**config.mk**
```make
export PLATFORM = sky130hd
export DESIGN_NAME = srt4_iteration
export DESIGN_NICKNAME = d
export VERILOG_FILES = /design/src/rtl/srt4_iteration.sv
export SDC_FILE = /design/constraint.sdc
export NUM_CORES = 1
export LEC_CHECK = 0
export BUFFER_PORTS_ARGS = -buffer_cell sky130_fd_sc_hd__buf_2
export CORE_ASPECT_RATIO = 0.6
export CORE_MARGIN = 5
export CORE_UTILIZATION = 65
export CTS_BUF_LIST = sky130_fd_sc_hd__clkbuf_8
export CTS_CLUSTER_SIZE = 16
export DETAILED_ROUTE_END_ITERATION = 6
export HOLD_SLACK_MARGIN = 0.03
export MAX_ROUTING_LAYER = met4
export PLACE_DENSITY = 0.89
export RECOVER_POWER = 100
export SKIP_LAST_GASP = 1
export SLEW_MARGIN = 10
export SYNTH_ARGS = -nofsm -noshare
export SYNTH_HDL_FRONTEND = slang
export SYNTH_SLANG_ARGS = --single-unit
export TNS_END_PERCENT = 50
```
**constraint.sdc**
```tcl
create_clock -name clk -period 9.45 [get_ports clk]
set_clock_uncertainty 0.1 [all_clocks]
set_input_delay 2.3625 -clock clk [delete_from_list [all_inputs] [get_ports clk]]
set_output_delay 2.3625 -clock clk [all_outputs]
set_load 0.02 [all_outputs]
```
**src/rtl/srt4_iteration.sv**
```systemverilog
// srt4_iteration: radix-4 SRT digit-recurrence core of an unsigned divider.
// Runs the digit loop, on-the-fly quotient conversion and final correction.
//
// Ports:
//   clk, rst_n       clock, async active-low reset
//   start            request, sampled only in IDLE
//   divisor_star     normalized divisor (B << n)
//   dividend_star    aligned dividend (A<<1 for even n, A for odd n)
//   iterations       radix-4 digit count, 0 flags divide-by-zero
//   recovery         DW-n, used to de-normalize the remainder
//   busy             high while iterating or correcting
//   done             one-cycle pulse, results valid
//   quotient         floor(A/B)
//   remainder        A mod B
//   div_zero         divide-by-zero flag, valid with done
module srt4_iteration #(
  parameter int DW = 32
) (
  input  logic            clk,
  input  logic            rst_n,
  input  logic            start,
  input  logic [DW+2:0]   divisor_star,
  input  logic [DW+5:0]   dividend_star,
  input  logic [DW/2-1:0] iterations,
  input  logic [DW/2-1:0] recovery,
  output logic            busy,
  output logic            done,
  output logic [DW-1:0]   quotient,
  output logic [DW-1:0]   remainder,
  output logic            div_zero
);

  localparam int WW = DW + 6;
  localparam int QW = DW + 2;
  localparam int CW = DW / 2;

  typedef enum logic [1:0] {
    IDLE,
    ITER,
    CORRECT,
    DONE
  } state_t;

  state_t state_q, state_d;

  logic signed [WW-1:0] w_q, w_d;
  logic [DW+2:0]        d_q, d_d;
  logic [CW-1:0]        rec_q, rec_d;
  logic [CW-1:0]        it_q, it_d;
  logic [CW-1:0]        cnt_q, cnt_d;
  logic [QW-1:0]        qa_q, qa_d;
  logic [QW-1:0]        qm_q, qm_d;
  logic [DW-1:0]        quo_q, quo_d;
  logic [DW-1:0]        rem_q, rem_d;
  logic                 dz_q, dz_d;

  // The divisor is used three bits above its stored weight, so that
  // 4^iterations * dividend / D equals A/B exactly.
  logic signed [WW-1:0] dv;
  logic signed [WW-1:0] dh;
  logic signed [WW-1:0] d3h;
  logic signed [WW-1:0] w4;

  assign dv  = $signed({d_q, 3'b000});
  assign dh  = dv >>> 1;
  assign d3h = dv + dh;
  assign w4  = w_q <<< 2;

  logic ge3h, ge1h, gm1h, gm3h;

  assign ge3h = (w4 >= d3h);
  assign ge1h = (w4 >= dh);
  assign gm1h = (w4 >= -dh);
  assign gm3h = (w4 >= -d3h);

  logic signed [WW-1:0] w_nx;
  logic [QW-1:0]        qa_nx;
  logic [QW-1:0]        qm_nx;

  // Digit selection plus on-the-fly update of Q and QM = Q-1.
  always_comb begin
    w_nx  = w4;
    qa_nx = {qa_q[QW-3:0], 2'b00};
    qm_nx = {qm_q[QW-3:0], 2'b11};
    unique case (1'b1)
      ge3h: begin
        w_nx  = w4 - (dv <<< 1);
        qa_nx = {qa_q[QW-3:0], 2'b10};
        qm_nx = {qa_q[QW-3:0], 2'b01};
      end
      ge1h & ~ge3h: begin
        w_nx  = w4 - dv;
        qa_nx = {qa_q[QW-3:0], 2'b01};
        qm_nx = {qa_q[QW-3:0], 2'b00};
      end
      gm1h & ~ge1h: begin
        w_nx  = w4;
        qa_nx = {qa_q[QW-3:0], 2'b00};
        qm_nx = {qm_q[QW-3:0], 2'b11};
      end
      gm3h & ~gm1h: begin
        w_nx  = w4 + dv;
        qa_nx = {qm_q[QW-3:0], 2'b11};
        qm_nx = {qm_q[QW-3:0], 2'b10};
      end
      ~gm3h: begin
        w_nx  = w4 + (dv <<< 1);
        qa_nx = {qm_q[QW-3:0], 2'b10};
        qm_nx = {qm_q[QW-3:0], 2'b01};
      end
      default: ;
    endcase
  end

  logic                 w_neg;
  logic [WW-1:0]        w_fix;
  logic [CW-1:0]        sh;

  assign w_neg = w_q[WW-1];
  assign w_fix = w_neg ? w_q + dv : w_q;
  // Binary point sits 3 bits up, plus n = DW - recovery.
  assign sh    = CW'(DW + 3) - rec_q;

  always_comb begin
    state_d = state_q;
    w_d     = w_q;
    d_d     = d_q;
    rec_d   = rec_q;
    it_d    = it_q;
    cnt_d   = cnt_q;
    qa_d    = qa_q;
    qm_d    = qm_q;
    quo_d   = quo_q;
    rem_d   = rem_q;
    dz_d    = dz_q;
    unique case (state_q)
      IDLE: begin
        if (start) begin
          d_d   = divisor_star;
          rec_d = recovery;
          it_d  = iterations;
          cnt_d = iterations;
          w_d   = $signed(dividend_star);
          qa_d  = '0;
          qm_d  = '0;
          // A zero-digit request still spends one cycle in
          // CORRECT so latency stays iterations+2.
          state_d = (iterations == '0) ? CORRECT : ITER;
        end
      end
      ITER: begin
        w_d   = w_nx;
        qa_d  = qa_nx;
        qm_d  = qm_nx;
        cnt_d = cnt_q - CW'(1);
        if (cnt_q == CW'(1)) begin
          state_d = CORRECT;
        end
      end
      CORRECT: begin
        state_d = DONE;
        if (it_q == '0) begin
          quo_d = '1;
          rem_d = '0;
          dz_d  = 1'b1;
        end else begin
          quo_d = DW'(w_neg ? qa_q - QW'(1) : qa_q);
          rem_d = DW'(w_fix >> sh);
          dz_d  = 1'b0;
        end
      end
      DONE: begin
        state_d = IDLE;
      end
      default: begin
        state_d = IDLE;
      end
    endcase
  end

  always_ff @(posedge clk or negedge rst_n) begin
    if (!rst_n) begin
      state_q <= IDLE;
      w_q     <= '0;
      d_q     <= '0;
      rec_q   <= '0;
      it_q    <= '0;
      cnt_q   <= '0;
      qa_q    <= '0;
      qm_q    <= '0;
      quo_q   <= '0;
      rem_q   <= '0;
      dz_q    <= 1'b0;
    end else begin
      state_q <= state_d;
      w_q     <= w_d;
      d_q     <= d_d;
      rec_q   <= rec_d;
      it_q    <= it_d;
      cnt_q   <= cnt_d;
      qa_q    <= qa_d;
      qm_q    <= qm_d;
      quo_q   <= quo_d;
      rem_q   <= rem_d;
      dz_q    <= dz_d;
    end
  end

  assign busy      = (state_q == ITER) || (state_q == CORRECT);
  assign done      = (state_q == DONE);
  assign quotient  = quo_q;
  assign remainder = rem_q;
  assign div_zero  = dz_q;

endmodule
```
==> results.md <==
* Yosys cell types at 92
* Crit path max fanout at 11
* Iter 0 DRT Violations at 5519
* Dominant cells by area after synthesis: dfrtp_1, ha_1, nand2_1, xnor2_1, o21ai_0
* Clock transition at path regs at 0.08 ns
* Post-synth EDFFs at 0
* CP Capture Type: register
* Cell area after layout at 31000 um2
* GPL Wtd Cong at 1.09
* I/O pin count at 175
* First-pass GRT wire length at 163000 um
* Multi-input logic area at 21100 um2
* Antenna violations before repair at 4
* Reg2Reg Setup Slack at 0.49 ns
* Met1 wire length at 45600 um
* TNS Setup at 0 ns
* Mapped Area at 28300 um2
* Fmax at 112 MHz
* Failing checks: design-rule violations, max-capacitance violations, max-slew violations
* Reg area at 6260 um2
* Final period util at 0.948
* Total Die Area at 48000 um2
* Total Routing Usage GR at 0.440
* Port Buffers at 174
* Starting Density at 0.656
* Layout fillers at 3582
* Critical path startpoint: d_q[1]
* Root Buffer: clkbuf_8
* Critical path required time at 9.85 ns
* Final WL at 107000 um
* CTS tree: built
* Routed length on met3 at 18200 um
* Via count at 31000
* Final #Nets at 4211
* WHS at 0.379 ns
* Max_cap viols at 9
* Crit-path slowest cell: a31oi_1
* Unrepaired setup endpoints after global routing: false
* Largest net degree at the start of global routing at 171
* Die X-Extent at 280 um
* Post-Place Cell Area at 30000 um2
* Status: finished, violations left
* Largest area contributor in the netlist: dfrtp_1
* Post-DP HPWL at 81300 um
* Crit Reg-Reg Startpoint: d_q[1]
* Slew Viols, Final at 435
* Post-Syn Nets at 4081
* Post-synth top area share at 0.221
* Cells after Synth at 3651
* GR Overflow Total at 0
* Core area at 43200 um2
* Hold Buf Count CTS at 0
* CP peak stage delay at 0.71 ns
* Final worst path period need at 8.96 ns
* TritonCTS Buffers at 42
* Row count at 59
* Layout cells sized above 1 at 0.0931
* Vias per inst at 7.06
* Avg Inst Size Synth at 7.76 um2
* Clock Latency Late Sink at 0.64 ns
* CTS H-Tree Depth at 2
* Async SR Flop Fraction at 1.00
* HP Class: register to register
* WS Path Type: register to register
* Die Y at 172 um
* Pre-Repair DR Iteration Count at 7
* Min-delay src: it_q[14]
* Pin slew with the least headroom to its limit at 5.05 ns
* DR WL/cell at 24.4 um
* Uppermost layer routed: met4
* Final WS setup at 0.495 ns
* Routed Antenna Nets at 0
* Final Hold Fails at 0
* Syn. warnings at 0
* Seq/Total Area, Yosys at 0.221
* FF+latch count, synth at 250
* Vias in the first global route at 27600
* DRC Markers at 36
* Synth Flop Type: dfrtp_1
* Deepest clock path buffer count at 3
* Area growth, synth to finish at 9.29%
* Crit path DAT at 9.36 ns
* Routed length on met2 at 40300 um
* Setup WS pre-CTS at 0.173 ns
* Clk sinks at 250
* Slew HR at -2.37
* Setup violators final at 0
* Startpoint Class: register
[placed cells by master (no fill, tap or decap), types with 44 or more instances in the layout]
master	instances
nand2_1	469
ha_1	317
o21ai_0	314
nor2_1	267
a21oi_1	260
dfrtp_1	247
xnor2_1	198
inv_1	126
nand3_1	104
buf_2	104
a21o_1	99
buf_4	86
nor3_1	79
clkbuf_1	76
xor2_1	70
nand4_1	61
a211oi_1	50
clkbuf_8	50
o21a_1	44
and3_1	44
[cell families (layout without fill, tap and decap cells)]
family          count (synthesis)  count (layout)  share of synthesized area
compound gates               1194            1194                      0.276
buf+inv                       300             462                     0.0403
fa+ha+maj                     322             322                      0.143
simple gates                 1255            1255                      0.210
flops                         250             250                      0.221
mux                            61              61                     0.0261
other cells                     0               4                          0
xor+xnor                      269             269                     0.0832
[Yosys cell counts, types with 32 or more instances]
master	count
a211oi_1	53
a21o_1	99
a21oi_1	263
a22o_1	40
a31oi_1	39
and3_1	44
clkbuf_1	156
dfrtp_1	250
ha_1	318
inv_1	113
mux2i_1	40
nand2_1	470
nand2b_1	32
nand3_1	104
nand4_1	61
nor2_1	270
nor3_1	81
o21a_1	44
o21ai_0	316
or3_1	34
xnor2_1	199
xor2_1	70
[per-stage QoR]
step,cells,util
after global routing,4394,0.717
after detailed placement,4313,0.695
after CTS,4389,0.717
final,4396,0.717
after global placement,4313,0.695
after floorplan,3651,-
[timing repair]
action | 4_1_cts | 5_1_grt
gates resized for setup | 0 | 31
buffers inserted | 0 | 3
setup endpoints to repair | 0 | 25
[flip-flops by register name, summed over array words and instances (netlist names)]
name	count
cnt_q	16
w_q	38
state_q	2
quotient	32
qa_q	32
rec_q	16
it_q	16
qm_q	30
remainder	32
d_q	35
div_zero	1
[routing by layer]
metal  vias to the layer above  GRT usage
li1                      13800          -
met1                     14500      0.644
met5                         -          -
met2                      2372      0.565
met3                       321      0.172
met4                         0      0.102
[cell type report]
type | count | area share
Sequential cell | 250 | 0.202
Multi-Input combinational cell | 3101 | 0.681
Timing Repair Buffer | 269 | 0.0485
Tap cell | 579 | 0.0234
Inverter | 117 | 0.0142
Antenna cell | 4 | 0.000323
Clock inverter | 26 | 0.00772
Clock buffer | 50 | 0.0222
[worst max-delay path: cells and delay by family (launching register included)]
kind                       cells  cell delay [ns]
AOI/OAI and AO/OA             12             3.73
xor gates and xnor gates       3             0.43
adders and majority gates      3             0.93
buffers and inverters          5             0.95
DFF                            1             0.46
and+or+nand+nor                9             2.23
[path summary, 6_finish.rpt]
check | end | cells past startpoint
max | w_q[29] | 32
min | it_q[14] | 2
max reg2reg | w_q[29] | 32
min reg2reg | it_q[14] | 2
max in group asynchronous | d_q[2] | 1
min in group asynchronous | remainder[12] | 1
Power is left out: the tool's default activity adds up to more than one toggle a clock period on the data nets, which glitch-free logic cannot reach.
